[config.mk]
export PLATFORM = sky130hd
export DESIGN_NAME = alien_formation_ctrl
export DESIGN_NICKNAME = d
export VERILOG_FILES = /design/src/rtl/alien_pkg.sv /design/src/rtl/alien_hit_locator.sv /design/src/rtl/alien_formation_ctrl.sv
export SDC_FILE = /design/constraint.sdc
export NUM_CORES = 1
export LEC_CHECK = 0
export CORE_AREA = 2 2 139 141
export CTS_BUF_LIST = sky130_fd_sc_hd__clkbuf_4
export DETAILED_ROUTE_END_ITERATION = 8
export DIE_AREA = 0 0 141 143
export HOLD_SLACK_MARGIN = 0.1
export PLACE_DENSITY = 0.83
export SLEW_MARGIN = 20
export SYNTH_ARGS = -nofsm -noshare
export SYNTH_HDL_FRONTEND = slang
export SYNTH_SLANG_ARGS = --single-unit
[constraint.sdc]
create_clock -name clk -period 6.4 [get_ports clk]
set_input_delay 0.64 -clock clk [delete_from_list [all_inputs] [get_ports clk]]
set_output_delay 0.64 -clock clk [all_outputs]
set_load 0.005 [all_outputs]
[src/rtl/alien_pkg.sv]
// Shared definitions for the alien formation block: grid geometry, FSM state
// encoding and the row/column to alive-bit index mapping.
// Ports: none (package).
package alien_pkg;

  localparam int ROWS          = 4;
  localparam int COLS          = 9;
  localparam int NUM_ALIENS    = ROWS * COLS;
  localparam int ALIENS_WIDTH  = 20;
  localparam int ALIENS_HEIGHT = 10;

  typedef enum logic [2:0] {
    S_RUN,
    S_DECIDE,
    S_DESCEND,
    S_CHECK,
    S_HALT
  } state_t;

  // Alive-mask bit for alien (row, col): 9*row + col.
  function automatic logic [5:0] alien_idx(input int row, input int col);
    return 6'(COLS * row + col);
  endfunction

endpackage

[src/rtl/alien_hit_locator.sv]
// Combinational point-in-box search over the 36 alien boxes of the formation.
// Ports: i_valid/i_x_pt/i_y_pt = missile tip, i_x_origin/i_y_origin = formation
//        origin, i_alive = alive mask; o_hit/o_hit_index = matching live alien.
module alien_hit_locator #(
  parameter int ALIENS_WIDTH  = 20,
  parameter int ALIENS_HEIGHT = 10
) (
  input  logic        i_valid,
  input  logic [9:0]  i_x_origin,
  input  logic [9:0]  i_y_origin,
  input  logic [9:0]  i_x_pt,
  input  logic [9:0]  i_y_pt,
  input  logic [35:0] i_alive,
  output logic        o_hit,
  output logic [5:0]  o_hit_index
);

  import alien_pkg::*;

  logic [10:0] w_x_pt;
  logic [10:0] w_y_pt;
  logic [10:0] w_left;
  logic [10:0] w_top;

  assign w_x_pt = {1'b0, i_x_pt};
  assign w_y_pt = {1'b0, i_y_pt};

  // Boxes are disjoint, so at most one iteration can match; strict bounds
  // mean a point sitting exactly on a box edge never matches.
  always_comb begin
    o_hit       = 1'b0;
    o_hit_index = '0;
    w_left      = '0;
    w_top       = '0;
    for (int r = 0; r < ROWS; r++) begin
      for (int c = 0; c < COLS; c++) begin
        w_left = {1'b0, i_x_origin} + 11'(2 * ALIENS_WIDTH * c);
        w_top  = {1'b0, i_y_origin} + 11'(2 * ALIENS_HEIGHT * r);
        if (i_valid && i_alive[alien_idx(r, c)] &&
            (w_left < w_x_pt) && (w_x_pt < w_left + 11'(ALIENS_WIDTH)) &&
            (w_top  < w_y_pt) && (w_y_pt < w_top  + 11'(ALIENS_HEIGHT))) begin
          o_hit       = 1'b1;
          o_hit_index = alien_idx(r, c);
        end
      end
    end
  end

endmodule

[src/rtl/alien_formation_ctrl.sv]
// Owns the 4x9 alien formation: origin, alive mask, march/descend/reverse on
// frame ticks, missile kills and the sticky invasion flag.
// Ports: clk/rst (sync, active-high), frameTick, missileValid/xMissile/yMissile
//        in; xAlien/yAlien/alive/missileHit/hitIndex/allDead/invaded out.
// Optional macro ALIEN_SPEEDUP_EN: march period shortens by one frame per
// four kills (floor 1); without it the period is fixed at STEP_PERIOD.
module alien_formation_ctrl #(
  parameter int X0            = 40,
  parameter int Y0            = 40,
  parameter int ALIENS_WIDTH  = alien_pkg::ALIENS_WIDTH,
  parameter int ALIENS_HEIGHT = alien_pkg::ALIENS_HEIGHT,
  parameter int STEP_X        = 4,
  parameter int STEP_Y        = 10,
  parameter int STEP_PERIOD   = 30,
  parameter int X_MIN         = 0,
  parameter int X_MAX         = 639,
  parameter int Y_LIMIT       = 400
) (
  input  logic        clk,
  input  logic        rst,
  input  logic        frameTick,
  input  logic        missileValid,
  input  logic [9:0]  xMissile,
  input  logic [9:0]  yMissile,
  output logic [9:0]  xAlien,
  output logic [9:0]  yAlien,
  output logic [35:0] alive,
  output logic        missileHit,
  output logic [5:0]  hitIndex,
  output logic        allDead,
  output logic        invaded
);

  import alien_pkg::*;

  localparam int CW = (STEP_PERIOD > 1) ? $clog2(STEP_PERIOD) : 1;

  state_t       r_state, w_state_nxt;
  logic [9:0]   r_x, w_x_nxt;
  logic [9:0]   r_y, w_y_nxt;
  logic [35:0]  r_alive, w_alive_nxt;
  logic         r_dirLeft, w_dirLeft_nxt;
  logic [CW-1:0] r_tickCnt, w_tickCnt_nxt;
  logic         r_hit;
  logic [5:0]   r_hitIdx;
  logic         r_invaded, w_invaded_nxt;

  logic         w_hit;
  logic [5:0]   w_hitIdx;
  logic         w_allDead;
  logic [CW-1:0] w_periodM1;

  logic [COLS-1:0] w_colAny;
  logic [ROWS-1:0] w_rowAny;
  logic [3:0]      w_leftCol, w_rightCol;
  logic [1:0]      w_botRow;
  logic [10:0]     w_x11, w_y11, w_rightEdge, w_leftEdge, w_botEdge;

  assign w_allDead = (r_alive == '0);

  // ---------------------------------------------------------------------
  // Effective march period (minus one, to compare against the tick count)
  // ---------------------------------------------------------------------
`ifdef ALIEN_SPEEDUP_EN
  int w_liveCnt;
  int w_period;
  always_comb begin
    w_liveCnt = 0;
    for (int i = 0; i < NUM_ALIENS; i++) begin
      w_liveCnt = w_liveCnt + (r_alive[i] ? 1 : 0);
    end
    w_period = STEP_PERIOD - ((NUM_ALIENS - w_liveCnt) / 4);
    if (w_period < 1) begin
      w_period = 1;
    end
    w_periodM1 = CW'(w_period - 1);
  end
`else
  assign w_periodM1 = CW'(STEP_PERIOD - 1);
`endif

  // ---------------------------------------------------------------------
  // Formation extents from the alive mask
  // ---------------------------------------------------------------------
  always_comb begin
    w_colAny = '0;
    w_rowAny = '0;
    for (int r = 0; r < ROWS; r++) begin
      for (int c = 0; c < COLS; c++) begin
        if (r_alive[alien_idx(r, c)]) begin
          w_colAny[c] = 1'b1;
          w_rowAny[r] = 1'b1;
        end
      end
    end
  end

  always_comb begin
    w_leftCol  = '0;
    w_rightCol = '0;
    w_botRow   = '0;
    // Descending scan: last write is the lowest occupied column.
    for (int c = COLS - 1; c >= 0; c--) begin
      if (w_colAny[c]) w_leftCol = 4'(c);
    end
    for (int c = 0; c < COLS; c++) begin
      if (w_colAny[c]) w_rightCol = 4'(c);
    end
    for (int r = 0; r < ROWS; r++) begin
      if (w_rowAny[r]) w_botRow = 2'(r);
    end
  end

  // 11-bit sums so screen-edge tests never wrap.
  assign w_x11       = {1'b0, r_x};
  assign w_y11       = {1'b0, r_y};
  assign w_rightEdge = w_x11 + 11'(2 * ALIENS_WIDTH * int'(w_rightCol))
                     + 11'(ALIENS_WIDTH + STEP_X);
  assign w_leftEdge  = w_x11 + 11'(2 * ALIENS_WIDTH * int'(w_leftCol));
  assign w_botEdge   = w_y11 + 11'(2 * ALIENS_HEIGHT * int'(w_botRow))
                     + 11'(ALIENS_HEIGHT);

  // ---------------------------------------------------------------------
  // Missile hit search against the current registered origin
  // ---------------------------------------------------------------------
  alien_hit_locator #(
    .ALIENS_WIDTH  (ALIENS_WIDTH),
    .ALIENS_HEIGHT (ALIENS_HEIGHT)
  ) u_locator (
    .i_valid     (missileValid),
    .i_x_origin  (r_x),
    .i_y_origin  (r_y),
    .i_x_pt      (xMissile),
    .i_y_pt      (yMissile),
    .i_alive     (r_alive),
    .o_hit       (w_hit),
    .o_hit_index (w_hitIdx)
  );

  // Kills apply in every state, independently of the march FSM.
  always_comb begin
    w_alive_nxt = r_alive;
    if (w_hit) begin
      w_alive_nxt[w_hitIdx] = 1'b0;
    end
  end

  // ---------------------------------------------------------------------
  // March FSM: next state and datapath updates
  // ---------------------------------------------------------------------
  always_comb begin
    w_state_nxt   = r_state;
    w_x_nxt       = r_x;
    w_y_nxt       = r_y;
    w_dirLeft_nxt = r_dirLeft;
    w_tickCnt_nxt = r_tickCnt;
    w_invaded_nxt = r_invaded;
    case (r_state)
      S_RUN: begin
        // With nothing alive the count freezes and no step is scheduled.
        if (frameTick && !w_allDead) begin
          if (r_tickCnt >= w_periodM1) begin
            w_tickCnt_nxt = '0;
            w_state_nxt   = S_DECIDE;
          end else begin
            w_tickCnt_nxt = r_tickCnt + 1'b1;
          end
        end
      end
      S_DECIDE: begin
        if (w_allDead) begin
          w_state_nxt = S_RUN;
        end else if (!r_dirLeft) begin
          if (w_rightEdge > 11'(X_MAX)) begin
            w_state_nxt = S_DESCEND;
          end else begin
            w_x_nxt     = r_x + 10'(STEP_X);
            w_state_nxt = S_RUN;
          end
        end else begin
          if (w_leftEdge < 11'(X_MIN + STEP_X)) begin
            w_state_nxt = S_DESCEND;
          end else begin
            w_x_nxt     = r_x - 10'(STEP_X);
            w_state_nxt = S_RUN;
          end
        end
      end
      S_DESCEND: begin
        if (w_allDead) begin
          w_state_nxt = S_RUN;
        end else begin
          w_y_nxt       = r_y + 10'(STEP_Y);
          w_dirLeft_nxt = ~r_dirLeft;
          w_state_nxt   = S_CHECK;
        end
      end
      S_CHECK: begin
        if (!w_allDead && (w_botEdge >= 11'(Y_LIMIT))) begin
          w_invaded_nxt = 1'b1;
          w_state_nxt   = S_HALT;
        end else begin
          w_state_nxt = S_RUN;
        end
      end
      S_HALT: begin
        w_state_nxt = S_HALT;
      end
      default: begin
        w_state_nxt = S_RUN;
      end
    endcase
  end

  always_ff @(posedge clk) begin
    if (rst) begin
      r_state   <= S_RUN;
      r_x       <= 10'(X0);
      r_y       <= 10'(Y0);
      r_alive   <= '1;
      r_dirLeft <= 1'b0;
      r_tickCnt <= '0;
      r_hit     <= 1'b0;
      r_hitIdx  <= '0;
      r_invaded <= 1'b0;
    end else begin
      r_state   <= w_state_nxt;
      r_x       <= w_x_nxt;
      r_y       <= w_y_nxt;
      r_alive   <= w_alive_nxt;
      r_dirLeft <= w_dirLeft_nxt;
      r_tickCnt <= w_tickCnt_nxt;
      r_hit     <= w_hit;
      r_hitIdx  <= w_hitIdx;
      r_invaded <= w_invaded_nxt;
    end
  end

  assign xAlien     = r_x;
  assign yAlien     = r_y;
  assign alive      = r_alive;
  assign missileHit = r_hit;
  assign hitIndex   = r_hitIdx;
  assign allDead    = w_allDead;
  assign invaded    = r_invaded;

endmodule

Word level (Yosys, flattened, before mapping)
Index checks and enable logic that the tools add are counted.
- add/subtract/negate cells: 33
- multipliers: 3
- $lt $le $gt $ge: 32
- eq/ne operators: 8
- multiplexer cells: 169
- bitwise logic cells: 4
- reduce and logical (&&, ||, !) cells: 191
- operator list (operator ; number):
    $logic_and A1 B1 Y1 ; 183
    $lt A10 B11 Y1 ; 13
    $lt A11 B10 Y1 ; 11
    $mux W1 ; 103
    $add A11 B5 Y11 const B ; 9
    $mux W4 ; 24
    $mux W5 ; 17
    $add A11 B4 Y11 const B ; 4
    $and A36 B36 Y36 ; 1
    $logic_not A36 Y1 ; 1
    $not A36 Y36 ; 1
    $add A10 B6 Y11 const B ; 3
    $add A10 B8 Y11 const B ; 3
    $mux W10 ; 3
    $mux W3 ; 9
    $mux W6 ; 4
    $add A10 B10 Y11 ; 2
    $add A10 B5 Y11 const B ; 2
    $add A10 B7 Y11 const B ; 2
    $add A10 B9 Y11 const B ; 2
    $lt A10 B10 Y1 ; 2
    $pmux W3 S5 ; 1
    $mul A3 B4 Y7 const A ; 2
    $mux W2 ; 7
    23 further kinds ; 31
- register bits: 73
- input bits: 24
- output and inout bits: 65
- logic and storage cells: 449

Logic depth before layout (Yosys ltp)
Gate-level depths: netlist (run 1).
- depth after elaboration: 47
- gate-level depth with buffers: 22
- mapped depth without buffers: 19

Cells and area by module
From an unflattened synthesis (run 1), not the netlist that was laid out.
- cells, all modules: 1479
- area, all modules: 11840.1 µm²
- by module, submodules not included (module ; instances ; cells an instance ; area each (µm²) ; seq. area each (µm²)):
    alien_hit_locator ; 1 ; 966 ; 7504.7 ; 0.0
    alien_formation_ctrl ; 1 ; 513 ; 4335.4 ; 1401.3

Worst setup path after synthesis (run 1)
No wires, ideal clock.
- kind: register -> register
- from: register r_x[6] (netlist: xAlien[6])
- to: register r_alive[2] (netlist: alive[2])
- library setup time: 0.148 ns
- arrival: 4.414 ns
- data required time: 6.252 ns
- slack: 1.838 ns
- cell stages (with the launch flop): 21
- path buffers: 2
- period minus slack after synthesis: 4.562 ns
- path through: dfxtp_1 -> buf_2 -> inv_2 -> ha_1 -> a21oi_1 -> xnor2_1 -> nand2_1 -> nor2_1 -> xnor2_1 -> ha_1 -> o21ai_0 -> or3_1 -> a21oi_1 -> o22a_1 -> o32ai_1 -> o311ai_1 -> o2111ai_1 -> nor3_1 -> and4_1 -> clkbuf_1 -> a41oi_1
- longest elaborated chain between the ends: 47
- elaborated cells on any way between the ends: 257
- classes of those cells: 17 x add/sub; 20 x order compare; 73 x mux; 2 x bitwise; 145 x reduce/logical
- ends and longest elaborated chain (what ; RTL line ; source):
    start, declared ; alien_formation_ctrl.sv:39 ; logic [9:0] r_x, w_x_nxt;
    start signal, assigned ; alien_formation_ctrl.sv:218 ; r_x <= 10'(X0);
    start signal, assigned ; alien_formation_ctrl.sv:228 ; r_x <= w_x_nxt;
    $add A10 B6 Y11 ; alien_hit_locator.sv:37 ; w_left = {1'b0, i_x_origin} + 11'(2 * ALIENS_WIDTH * c);
    $add A11 B5 Y11 or $lt A11 B10 Y1 (tied branches) ; alien_hit_locator.sv:40 ; (w_left < w_x_pt) && (w_x_pt < w_left + 11'(ALIENS_WIDTH)) &&
    $lt A10 B11 Y1 or $logic_and A1 B1 Y1 (tied branches) ; alien_hit_locator.sv:40, alien_hit_locator.sv:39 ;
    $logic_and A1 B1 Y1 (2 in a row) ; alien_hit_locator.sv:40 ;
    $logic_and A1 B1 Y1 ; alien_hit_locator.sv:41 ; (w_top < w_y_pt) && (w_y_pt < w_top + 11'(ALIENS_HEIGHT))) begin
    $mux W1 ; alien_hit_locator.sv:39 ; if (i_valid && i_alive[alien_idx(r, c)] &&
    $mux W2 (2 in a row) ; alien_hit_locator.sv:39 ;
    $mux W3 (4 in a row) ; alien_hit_locator.sv:39 ;
    $mux W4 (8 in a row) ; alien_hit_locator.sv:39 ;
    $mux W5 (16 in a row) ; alien_hit_locator.sv:39 ;
    $mux W6 (4 in a row) ; alien_hit_locator.sv:39 ;
    $lt A6 B7 Y1 (not written as such) or $ge A6 B1 Y1 (tied branches) ; alien_formation_ctrl.sv:144 ; w_alive_nxt[w_hitIdx] = 1'b0;
    $logic_and A1 B1 Y1 (not written as such) ; alien_formation_ctrl.sv:144 ;
    $mux W1 (not written as such) ; alien_formation_ctrl.sv:144 ;
    $demux W1 S6 ; alien_formation_ctrl.sv:144 ;
    $not A36 Y36 (no source line) ; - ;
    $and A36 B36 Y36 (no source line) ; - ;
    end signal, assigned ; alien_formation_ctrl.sv:230 ; r_alive <= w_alive_nxt;
    end, declared ; alien_formation_ctrl.sv:41 ; logic [35:0] r_alive, w_alive_nxt;
Several ways; a longest one is shown, not always the timed one.
A chain may end at the register's enable or synchronous reset.

Final worst setup path (run 1)
- from: register r_x[5] (netlist: xAlien[5])
- to: register r_alive[12] (netlist: alive[12])
Same word-level chain as after synthesis.

==> results of run 1 <==
## power groups by stage
stage	Clock, uW	Sequential, uW	Combinational (uW)
2_1_floorplan	0	481	264
3_3_place_gp	0	490	418
3_5_place_dp	0	491	418
4_1_cts	367	481	420
5_1_grt	381	484	469
6_report	366	483	435
## flip-flops by register name, summed over array words and instances, names as in the netlist
signal	cells
xAlien	8
hitIndex	6
r_dirLeft	1
invaded	1
yAlien	9
alive	36
missileHit	1
r_state	3
r_tickCnt	5
## how the worst min path moves through the flow
stage                  from  endpoint  depth (start not counted)
finish              invaded   invaded                          2
global route        invaded   invaded                          2
CTS                 invaded   invaded                          2
detailed placement  invaded   invaded                          2
global placement    invaded   invaded                          2
floorplan           invaded   invaded                          2
## worst min-delay path: stages (launching register included)
cell,delay [ns]
dfxtp_1,0.36
nor2_1,0.05
nor2_1,0.07
## layout make-up
cell class | count | area, um2 | share of cell area, %
multi-input cells | 1228 | 9430 | 74.3
well taps | 234 | 293 | 2.31
clock inverters | 6 | 93.8 | 0.739
repair buffers | 113 | 1060 | 8.32
clock buffers | 10 | 75.1 | 0.591
diodes | 1 | 2.50 | 0.0197
flip-flops and latches | 70 | 1400 | 11.0
inverters | 92 | 345 | 2.72
## metrics by stage
stage | total power [uW] | hold WS (ns) | instances | instance area (um2)
2_1_floorplan | 745 | 0.465 | 1439 | 11400
4_1_cts | 1270 | 0.503 | 1753 | 12700
5_1_grt | 1330 | 0.540 | 1754 | 12700
3_5_place_dp | 909 | 0.466 | 1737 | 12500
6_report | 1280 | 0.500 | 1754 | 12700
3_3_place_gp | 908 | 0.461 | 1737 | 12500
## cell usage after synthesis (5+ instances only)
master	count	area share (%)
ha_1	241	26
nor2_1	134	4.4
a21oi_1	91	4.0
inv_1	87	2.9
xnor2_1	84	6.5
nand2_1	71	2.3
dfxtp_1	70	12
o21ai_0	61	2.7
nand3_1	46	2.0
xor2_1	46	3.5
nor3_1	32	1.4
a41oi_1	27	2.1
clkbuf_1	23	0.76
a211oi_1	22	1.4
a21o_1	20	1.3
and3_1	20	1.1
nor4_1	20	1.1
o21a_1	19	1.3
or3_1	19	1.0
nor2b_1	17	0.93
o211ai_1	17	1.1
buf_2	16	0.70
a211o_1	14	1.1
a31oi_1	12	0.66
nand4_1	11	0.60
or2_2	11	0.60
a2111oi_0	10	0.77
and2_1	9	0.49
o211a_1	9	0.79
a21boi_0	8	0.53
nand2b_1	8	0.44
o2111ai_1	8	0.61
buf_4	7	0.46
o21ai_1	7	0.31
a22oi_1	6	0.40
nand3b_1	6	0.40
o221ai_1	6	0.46
or4_1	6	0.40
a221oi_1	5	0.38
a32oi_1	5	0.38
## per-layer routing
metal / track usage, % / vias up
met5: 0 / -
met4: 20.0 / 0
met3: 8.62 / 129
met2: 63.5 / 575
met1: 47.2 / 5548
li1: - / 5524
## kinds of logic after synthesis
| logic type | after synthesis | synth area share, % |
|---|---|---|
| simple gates | 430 | 19.0 |
| buf+inv | 141 | 5.18 |
| compound gates | 414 | 25.7 |
| other cells | 1 | 0.0329 |
| fa+ha+maj | 245 | 27.1 |
| mux | 2 | 0.198 |
| xor+xnor | 133 | 10.4 |
| flops | 70 | 12.3 |
## cell usage in the layout, fill, tap and decap left out, drive strengths merged, types with 12 or more instances in the layout
| master | instances |
|---|---|
| xnor2 | 87 |
| a211o | 14 |
| a21o | 20 |
| nand2 | 71 |
| a31oi | 12 |
| or3 | 19 |
| a21oi | 91 |
| inv | 93 |
| nor2b | 17 |
| o21a | 20 |
| nor3 | 33 |
| dfxtp | 70 |
| nand3 | 46 |
| o21ai | 69 |
| nor4 | 20 |
| and3 | 20 |
| a41oi | 27 |
| xor2 | 46 |
| o211ai | 17 |
| nor2 | 134 |
| ha | 241 |
| clkdlybuf4s50 | 84 |
| a211oi | 23 |
| buf | 29 |
==> flow_results.org, run 1 <==
** Pwr
- Net switching component of the power :: 497 uW
- Switching Share :: 38.7%
- The internal power of the cells totals 787 uW.
- Leakage power figure :: 0.00560 uW
- Part of the total power dissipated in combinational logic :: 33.9%
- Across the VDD grid, the largest voltage drop is 0.000116 V.
- In this run the power density over the cells is 101 nW/um2.
- Clock share of power :: 28.5%
- Portion of total power attributed to sequential cells :: 37.6%

** Layout
- Growth of design area from synthesis to finish :: 11.3%
- After the last flow step, the layout net total stands at 1783.
- The post-route netlist has 5.73% of its cells at a drive strength greater than 1.
- Share of the core filled with cells :: 68.3%
- Number of fill cells :: 1612

** Clock network
- After clock tree synthesis, the clock-pin slew on the worst setup and hold paths is 0.15 ns.
- No sink is reached through more buffers than the 2 on the longest clock path.
- The number of clock buffers added by TritonCTS is 9.
- Hold buffer count at cts :: 0
- TritonCTS built the clock tree.
- Clock latency on the worst-skew pair :: 0.47 ns
- Sink Count :: 70
- Resized cells post-CTS :: 0
- Root buffer cell :: clkbuf_4
- Post-CTS timing repair inserted 0 buffers for setup.
- H-Tree Depth :: 3

** Status
- Run status :: completed

** Worst setup path
- At the worst endpoint, the required time is 6.71 ns.
- Critical-path cell list :: inv_1 -> ha_1 -> a21o_1 -> nand2_1 -> xnor2_1 -> nand3_1 -> xor2_1 -> ha_1 -> o21ai_0 -> nor3_1 -> o21ai_0 -> a32oi_1 -> buf_4 -> o32ai_1 -> o311ai_1 -> o2111ai_1 -> nor3_1 -> nor3b_2 -> a41oi_1
- The critical path crosses 19 cells after its start point.
- Start-to-end type of the worst setup path :: reg -> reg
- Count of buffering cells on the critical path with inverters included :: 2
- The slowest stage of the critical path belongs to the cell nor3b_2.
- Largest stage delay, worst path :: 0.65 ns
- Worst reg2reg path depth :: 19
- Worst reg2reg setup slack :: 0.82 ns
- In this run the worst setup path terminates at alive[12].
- Among cell families on the critical path, the largest total delay comes from compound AO/OA/AOI/OAI gates.
- STA classifies the critical path endpoint as a register.
- Startpoint of the lowest-slack register-to-register path :: xAlien[5]
- Along the worst path, the maximum fanout reaches 11.
- The worst setup path is launched from a register.
- Tracing the worst setup path back leads to its startpoint at xAlien[5].
- Data arrival at the endpoint of the critical path :: 5.89 ns
- Capturing point of the worst reg2reg path :: alive[12]

** Timing
- Measured slew at the worst slew-check pin :: 0.991 ns
- RSZ-0062 raised after global routing :: no
- The worst path meets setup with 0.818 ns of slack.
- Setup total negative slack on the finished layout was measured at 0 ns.
- Post-route clock period utilization :: 87.2%
- Achievable frequency :: 0.179 GHz
- Minimum clock period :: 5.58 ns
- Total count of max-transition violations in the final report :: 0
- Setup Skew :: 0.0291 ns
- Headroom to the max-slew limit came out at 34.0%.
- Final-report setup violation count :: 0
- The number of hold violations in the final report is 0.

** Place
- Before CTS, the worst setup slack after placement is 0.863 ns.
- Port buffering added 85 buffers.
- Placed wire-length estimate :: 31700 um
- Routability-driven placement finished with a final weighted congestion of 1.06.

** Worst hold path
- The worst hold path belongs to the class reg -> reg.

** Drt
- Top sig layer :: met4
- Detailed routing inserted a total of 11.8k vias.
- Detailed-route DRC error count :: 0
- Met2 wirelength from detailed routing :: 18000 um
- Met3 routed WL :: 3560 um
- After detailed routing, the wire length on met1 is 16000 um.
- The first TritonRoute pass finished after 6 iterations.
- In the final routed layout, each cell accounts on average for 22.6 um.
- Number of vias per cell :: 6.71
- Violation count after the first detailed-routing iteration :: 1126
- The final layout contains routed wiring with a total length of 39700 um.
- Once detail routing completed, the nets flagged for antenna violations numbered 0.

** Die
- Pin placement for this block handled 89 I/O pins.
- The die covers 20200 um2.
- The floorplan has 50 rows.
- Width of the chip :: 141 um
- Die outline height :: 143 um
- Once the floorplan was initialized, standard cells occupied 61.4% of the core.
- Core area :: 18600 um2

** GRT
- GRT Util Overall :: 38.5%
- First-pass GRT wire length :: 60700 um
- Entering global routing, the biggest net connects 60 pins.
- Via count of the first global-routing pass :: 11.1k
- Antenna violations before repair :: 1
- For this run the aggregate overflow at the end of global routing stands at 0.

** Synth
- Synthesis handed over a netlist of 1436 instances.
- Ys async rst share :: 0%
- In this run the cell area of the synthesized design comes to 11400 um2.
- Among all flip-flop cells after synthesis, the most frequent one is dfxtp_1.
- Unique masters post-synth :: 94
- Yosys warns :: 0
- Counting flops with a built-in enable in the synthesized netlist gives 0.
- Dividing the synthesized area by the synthesized cell count gives 7.94 um2.
- After synthesis, flip-flops and latches occupy 12.3% of the total area.
- After synthesis the netlist holds a flip-flop and latch count of 70.

** Flow run
- Max-cap viol count :: 0
No activity file was read; power rests on OpenSTA's default activity.
==> inputs of run 2 (changes only) <==
--- a/config.mk
+++ b/config.mk
@@ -5,10 +5,11 @@
 export SDC_FILE = /design/constraint.sdc
 export NUM_CORES = 1
 export LEC_CHECK = 0
-export CORE_AREA = 2 2 139 141
+export ABC_AREA = 1
+export CORE_AREA = 2 2 141 143
 export CTS_BUF_LIST = sky130_fd_sc_hd__clkbuf_4
 export DETAILED_ROUTE_END_ITERATION = 8
-export DIE_AREA = 0 0 141 143
+export DIE_AREA = 0 0 143 145
 export HOLD_SLACK_MARGIN = 0.1
 export PLACE_DENSITY = 0.83
 export SLEW_MARGIN = 20
==> run 2 against run 1 <==
Effect of this change: sequential cell count is the same; sequential share of layout area shrank 0.31 points; highest routed layer unchanged; critical endpoint is now alive[0]; largest power group unchanged; power shrank 0.79%; clock skew shrank 0.0039 ns; design area grew 2.9%; sequential power grew 4%; combinational power grew 5.7%; clock power shrank 15%; non-clock buffer count shrank 8; setup slack lost 0.099 ns.
==> flow_results.org, run 2 <==
** Die
- The chip width is 143 um (+1.4%).
- Number of ports placed on the die boundary :: 89 (unchanged)
- The height of the die was 145 um (+1.4%).
- The die area is 20700 um2 (+2.8%).
- Starting Density :: 61.2% (-0.13 points)
- The total core area came to 19200 um2 (+3.4%).
- Row count :: 51 (+2.0%)

** Timing
- Measured slew at the worst slew-check pin :: 0.931 ns (-0.0597 ns)
- The final-report max-slew violation count is 0 (unchanged).
- Final Hold Viols :: 0 (unchanged)
- Setup ws final :: 0.719 ns (-0.0991 ns)
- Setup Skew :: 0.0252 ns (-0.00386 ns)
- Post-Route Setup TNS :: 0 ns (unchanged)
- The count of endpoints failing setup in the final report came to 0 (unchanged).
- Setup repair after global routing left no endpoint under its margin.
- The minimum period implied by the final worst setup slack was 5.68 ns (+0.0991 ns).
- The headroom to the max-slew limit was 37.7% (+3.8 points).
- The maximum clock frequency came to 0.176 GHz (-1.7%).
- Post-route clock period utilization :: 88.8% (+1.5 points)

** Pwr
- The reported leakage power was 0.00693 uW (+24%).
- Maximum ir drop on the vdd rail :: 0.000220 V (+90%)
- The total chip power is 1270 uW (-0.79%).
- The power density over the cells is 97.5 nW/um2 (-3.6%).

** Drt
- The via count came to 12.5k (+6.5%).
- The number of DRC markers after the initial detailed-route iteration was 994 (-12%).
- The total iterations of the first detailed-routing run came to 6 (unchanged).
- Detailed-route DRC error count :: 0 (unchanged)
- The overall routed net length is 37700 um (-4.9%).
- Number of nets still failing antenna checks after routing :: 0 (unchanged)
- Average wire per standard cell :: 17.6 um (-22%)
- Number of vias per cell :: 5.83 (-13%)

** GRT
- Via count of the first global-routing pass :: 11.8k (+6.4%)
- GRT Util Overall :: 36.0% (-2.5 points)
- Gr ovfl total :: 0 (unchanged)
- The pin count of the biggest net entering global routing is 40 (-33%).
- First-pass GRT wire length :: 60100 um (-0.89%)
- The initial antenna violation count is 1 (unchanged).

** Clock network
- H-Tree Depth :: 3 (unchanged)
- The number of buffers inserted to repair setup after CTS was 0 (unchanged).
- The total CTS buffers was 9 (unchanged).
- The post-CTS clock slew at the launch and capture registers of the worst setup and hold paths was 0.16 ns (about the same).
- Clock latency on the worst-skew pair :: 0.48 ns (about the same)
- The number of cells upsized or downsized after cts was 0 (unchanged).
- Hold buffer count at cts :: 0 (unchanged)
- The cell sitting at the root of the clock tree is a clkbuf_4.
- Sink Count :: 70 (unchanged)
- TritonCTS built the clock tree.
- The maximum buffer depth of the clock tree is 2 (unchanged).

** Layout
- The share of post-route cells with drive strength above 1 came to 4.78% (-0.95 points).
- The area of the multi-input gates is 9210 um2 (-2.3%).
- The top cell types in the final layout, fill and taps aside, are 428 x nand2_1, 243 x inv_1, 241 x ha_1.
- Growth of design area from synthesis to finish :: 11.1%
- The number of standard cells in the layout, taps in and fillers out came to 2149 (+23%).
- The number of flip-flops under the largest register name came to 36 (unchanged).
- Nets :: 2147 (+20%)
- The number of inserted filler cells in the final layout is 1785 (+11%).
- Most common library cell in the layout ignoring fill and taps :: nand2_1
- The sequential cell area in the final layout was 1400 um2 (unchanged).
- Share of the core filled with cells :: 68.0% (-0.30 points)

** Synth
- Ys async rst share :: 0% (unchanged)
- The number of distinct library cells after synthesis was 57 (-39%).
- The number of warnings issued by yosys was 0 (unchanged).
- Sorting the synthesized cells by area gives the leading types as ha_1 26%, nand2_1 14%, dfxtp_1 12%, inv_1 7.8%, a21oi_1 4.8%.
- The commonest cells after synthesis are 428 x nand2_1, 243 x inv_1, 241 x ha_1.
- The count of flip-flops with a built-in enable after synthesis is 0 (unchanged).
- The top-area cell type share of the netlist area was 25.6% (-0.81 points).
- Synthesized area per cell :: 6.56 um2 (-17%)
- The number of synthesized register bits is 70 (unchanged).
- Synthesized cell area :: 11800 um2 (+3.2%)
- Commonest register cell after synthesis :: dfxtp_1
- The sequential cell area fraction in the yosys report was 11.9% (-0.38 points).
- Library cell with the highest instance count after synthesis :: nand2_1
- The synthesized instance count was 1793 (+25%).
- Area leader, netlist :: ha_1

** Worst setup path
- Worst EP required :: 6.76 ns (+0.05 ns)
- Startpoint class of the critical path :: register
- The arrival time at the worst endpoint is 6.04 ns (+0.15 ns).
- Most numerous cell on the critical path :: nand2_1
- Crit-path max FO :: 10 (-1)
- Cell with the largest stage delay on the worst path :: dfxtp_1
- Crit path capture type :: register
- Largest stage delay, worst path :: 0.58 ns (-0.07 ns)
- Start-to-end type of the worst setup path :: reg -> reg

** Flow run
- Max-cap viol count :: 0 (unchanged)

** Place
- The pre-CTS setup slack was 0.817 ns (-0.0458 ns).
- Routability Congestion :: 1.02 (-3.0%)
- The total instance count after detailed placement is 2132 (+23%).
- The number of port buffers was 85 (unchanged).
- Placed wire-length estimate :: 30800 um (-2.6%)

** Status
- The run finished with clean final reports.

** Worst hold path
- In this run the worst hold path is classified as reg -> reg.
-- run 2: cell count changes after synthesis, moves of 19 or more --
cell | previous run | this run
a211oi_1 | 22 | 2
a21oi_1 | 91 | 112
a41oi_1 | 27 | 1
inv_1 | 87 | 243
nand2_1 | 71 | 428
nand3_1 | 46 | 98
nand4_1 | 11 | 52
or3_1 | 19 | 0
xnor2_1 | 84 | 38
-- run 2: final timing paths --
kind	startpoint	end	slack (ns)	depth (start not counted)
worst max-delay path	xAlien[4]	alive[0]	0.72	29
worst min-delay path	invaded	invaded	0.47	2
worst max register to register	xAlien[4]	alive[0]	0.72	29
worst min register to register	invaded	invaded	0.47	2
-- run 2: layout make-up --
cell class	count	share of cell area, %
Sequential cell	70	10.7
Tap cell	265	2.54
Antenna cell	1	0.0192
Clock inverter	7	0.584
Multi-Input combinational cell	1432	70.5
Timing Repair Buffer	105	7.66
Inverter	260	7.47
Clock buffer	9	0.517
-- run 2: worst max-delay path, delay by kind of cell (launching register included) --
kind                       cells  cell delay (ns)
buffers and inverters          3             0.36
xor gates and xnor gates       1             0.26
DFF                            1             0.58
and+or+nand+nor               11             1.69
AOI/OAI and AO/OA             12             2.11
adders and majority gates      2             0.54
-- run 2: cell families (layout without fill, tap and decap cells) --
group           count (synthesis)  count (layout)  synth area share [%]
other cells                     1               5                0.0319
xor+xnor                      108             108                  8.49
buf+inv                       294             381                  9.95
simple gates                  815             815                  30.6
compound gates                260             260                  12.7
flops                          70              70                  11.9
fa+ha+maj                     245             245                  26.3
-- run 2: per-layer routing --
metal	share of wire [%]	wire length, um	track usage, %	vias to the layer above
li1	-	-	-	6150
met1	41	15500	45.3	5626
met2	45	17100	59.0	605
met3	7.5	2840	4.85	156
met4	6.1	2300	19.5	0
met5	0	0	0	-
-- run 2: power breakdown --
part | switching, uW | internal, uW
combinational | 291 | 168
clock | 217 | 94.5
sequential | 40.7 | 461
total | 549 | 724
-- run 2: metrics by stage --
step / hold slack [ns] / cell area [um2]
2_1_floorplan: 0.447 / 11800
3_3_place_gp: 0.440 / 12900
3_5_place_dp: 0.445 / 12900
4_1_cts: 0.468 / 13100
5_1_grt: 0.499 / 13100
6_report: 0.471 / 13100
==> inputs of run 3 (changes only) <==
--- a/config.mk
+++ b/config.mk
@@ -11,7 +11,7 @@
 export DETAILED_ROUTE_END_ITERATION = 8
 export DIE_AREA = 0 0 143 145
 export HOLD_SLACK_MARGIN = 0.1
-export PLACE_DENSITY = 0.83
+export PLACE_DENSITY_LB_ADDON = 0.05
 export SLEW_MARGIN = 20
 export SYNTH_ARGS = -nofsm -noshare
 export SYNTH_HDL_FRONTEND = slang
==> run 3 against run 2 <==
Effect of this change: design area increased by 0.53%; sequential power barely moved; die area did not move; setup slack better by 0.069 ns; global-route usage increased by 2.9 points; first-iteration DRC count grew 14%; highest routed layer unchanged.
==> flow_results.org, run 3 (synthesis results as in run 2) <==
** Pwr
- The power density over the cells came to 96.1 nW/um2 (-1.4%).
- The net switching fraction of the power is 42.8% (-0.35 points).
- Part of the total power dissipated in combinational logic :: 37.5% (+1.4 points)
- Net switching component of the power :: 540 uW (-1.7%)
- Portion of total power attributed to sequential cells :: 39.8% (+0.4 points)
- The portion of total power attributed to the clock network came to 22.7% (-1.8 points).
- Leakage power figure :: 0.00695 uW (+0.31%)
- The internal power component came to 722 uW (-0.32%).
- Tot Pwr :: 1260 uW (-0.93%)
- Maximum ir drop on the vdd rail :: 0.000158 V (-28%)

** Die
- Die outline height :: 145 um (unchanged)
- The top-level I/O count came to 89 (unchanged).
- Starting Density :: 61.2% (unchanged)
- Width of the chip :: 143 um (unchanged)
- Row count :: 51 (unchanged)
- Core area :: 19200 um2 (unchanged)
- The die area was 20700 um2 (unchanged).

** Timing
- The final worst-path cycle share is 87.7% (-1.1 points).
- The count of endpoints failing setup in the final report is 0 (unchanged).
- The largest clock skew in the final design is 0.0203 ns (-0.00492 ns).
- Post-Route Setup TNS :: 0 ns (unchanged)
- Final Hold Viols :: 0 (unchanged)
- RSZ-0062 raised after global routing :: no
- Achievable frequency :: 0.178 GHz (+1.2%)
- The final-report max-slew violation count came to 0 (unchanged).
- The smallest hold slack is 0.470 ns (-0.00134 ns).
- The worst-margin pin slew came to 0.868 ns (-0.0626 ns).
- The headroom to the max-slew limit came to 41.9% (+4.2 points).
- The minimum period implied by the final worst setup slack came to 5.61 ns (-0.0689 ns).

** Worst hold path
- The min-delay analysis places its worst path in the category reg -> reg.

** Clock network
- Sink Count :: 70 (unchanged)
- Clock latency on the worst-skew pair :: 0.46 ns (-0.02 ns)
- The CTS H-tree depth came to 3 (unchanged).
- The total CTS buffers is 9 (unchanged).
- The number of buffers inserted to repair setup after CTS was 0 (unchanged).
- The maximum buffer depth of the clock tree came to 2 (unchanged).
- Root buffer cell :: clkbuf_4
- TritonCTS built the clock tree.
- The post-CTS clock slew at the launch and capture registers of the worst setup and hold paths is 0.13 ns (-0.03 ns).

** Layout
- Top library cells by usage in the layout, fill and taps aside :: 428 x nand2_1, 243 x inv_1, 240 x ha_1
- Relative to the synthesized area, the layout overhead comes to 11.7%.
- Most common library cell in the layout ignoring fill and taps :: nand2_1
- The number of flip-flops under the largest register name came to 36 (unchanged).
- The final net count is 2153 (+0.28%).
- The share of post-route cells with drive strength above 1 came to 5.24% (+0.46 points).
- Number of fill cells :: 1798 (+0.73%)
- Count of non-filler cells in the finished layout :: 2156 (+0.33%)

** GRT
- Pin count of the biggest net entering global routing :: 38 (-5.0%)
- The first-pass GRT wire length came to 63100 um (+5.0%).
- Via count of the first global-routing pass :: 11.9k (+1.2%)
- Gr ovfl total :: 0 (unchanged)
- GRT Util Overall :: 38.9% (+2.9 points)
- Antenna violations before repair :: 2 (+1)

** Drt
- The via density per instance was 5.87 (+0.63%).
- The residual antenna-violating net count after detailed routing came to 0 (unchanged).
- The overall routed net length came to 40100 um (+6.3%).
- Detailed-route DRC error count :: 0 (unchanged)
- The number of DRC markers after the initial detailed-route iteration was 1134 (+14%).
- The detail-routed net length per standard cell was 18.6 um (+6.0%).
- Total via count after detailed routing :: 12.7k (+0.96%)
- The total iterations of the first detailed-routing run came to 5 (-1).

** Worst setup path
- The maximum fanout count along the critical path is 11 (+1).
- The slowest stage of the critical path belongs to the cell dfxtp_1.
- Crit path capture type :: register
- The critical path's largest stage delay is 0.61 ns (+0.03 ns).
- Start-to-end type of the worst setup path :: reg -> reg
- Worst reg2reg setup slack :: 0.79 ns (+0.07 ns)
- The worst setup path is launched from a register.
- In this design, the critical path's most frequently occurring cell is nand2_1.
- Data arrival at the endpoint of the critical path :: 5.95 ns (-0.09 ns)
- The critical path data required time came to 6.74 ns (-0.02 ns).

** Place
- The half-perimeter wire length of the detailed placement result was 31800 um (+3.3%).
- The total instance count after detailed placement came to 2138 (+0.28%).
- The placer's final routability congestion estimate is 1.07 (+4.4%).
- Count of port buffers added during placement :: 85 (unchanged)

** Status
- Run status :: completed

** Flow run
- The number of maximum-capacitance constraint violations was 0 (unchanged).
## run 3: final cells by class
class / count / area, um2 / share of cell area, %
Antenna cell: 2 / 5.00 / 0.0381
Clock buffer: 9 / 67.6 / 0.514
Clock inverter: 7 / 63.8 / 0.486
Inverter: 260 / 976 / 7.43
Multi-Input combinational cell: 1432 / 9240 / 70.4
Sequential cell: 70 / 1400 / 10.7
Tap cell: 265 / 332 / 2.52
Timing Repair Buffer: 111 / 1050 / 7.96
## run 3: path summary, 6_finish.rpt
kind,from,to,cells past startpoint
setup reg to reg,yAlien[3],alive[3],31
hold / removal,invaded,invaded,2
hold reg to reg,invaded,invaded,2
setup / recovery,yAlien[3],alive[3],31
## run 3: timing repair
| action | 4_1_cts | 5_1_grt |
|---|---|---|
| hold buffers | 0 | 0 |
| gates resized for setup | 0 | 7 |
| setup endpoints to repair | 0 | 36 |
## run 3: layer usage
layer | GRT usage (%) | vias up | part of all wire, % | wire length (um)
met1 | 47.4 | 5714 | 40 | 15900
met4 | 21.0 | 0 | 6.6 | 2640
li1 | - | 6145 | - | -
met5 | 0 | - | 0 | 0
met3 | 8.42 | 181 | 8.6 | 3450
met2 | 63.4 | 617 | 45 | 18200
## run 3: stage by stage
stage                     cell area (um2)  setup slack (ns)  utilization, %
after floorplan                     11800              1.68               -
after global placement              13000             0.839            67.5
after detailed placement            13000             0.820            67.5
after CTS                           13100             0.845            68.2
after global routing                13100            0.0533            68.4
final                               13100             0.788            68.4
## run 3: critical path: cells and delay by family (launching register included)
kind | cells | cell delay, ns
fa+ha+maj | 2 | 0.72
xor+xnor | 1 | 0.17
buf+inv | 2 | 0.29
flops | 1 | 0.61
simple gates | 15 | 2.41
compound gates | 11 | 1.31
## run 3: power groups by stage
stage               clock [uW]  sequential, uW  combinational, uW
floorplan                    0             495                291
global placement             0             508                447
detailed placement           0             509                454
CTS                        288             499                457
global route               307             503                524
finish                     287             502                473
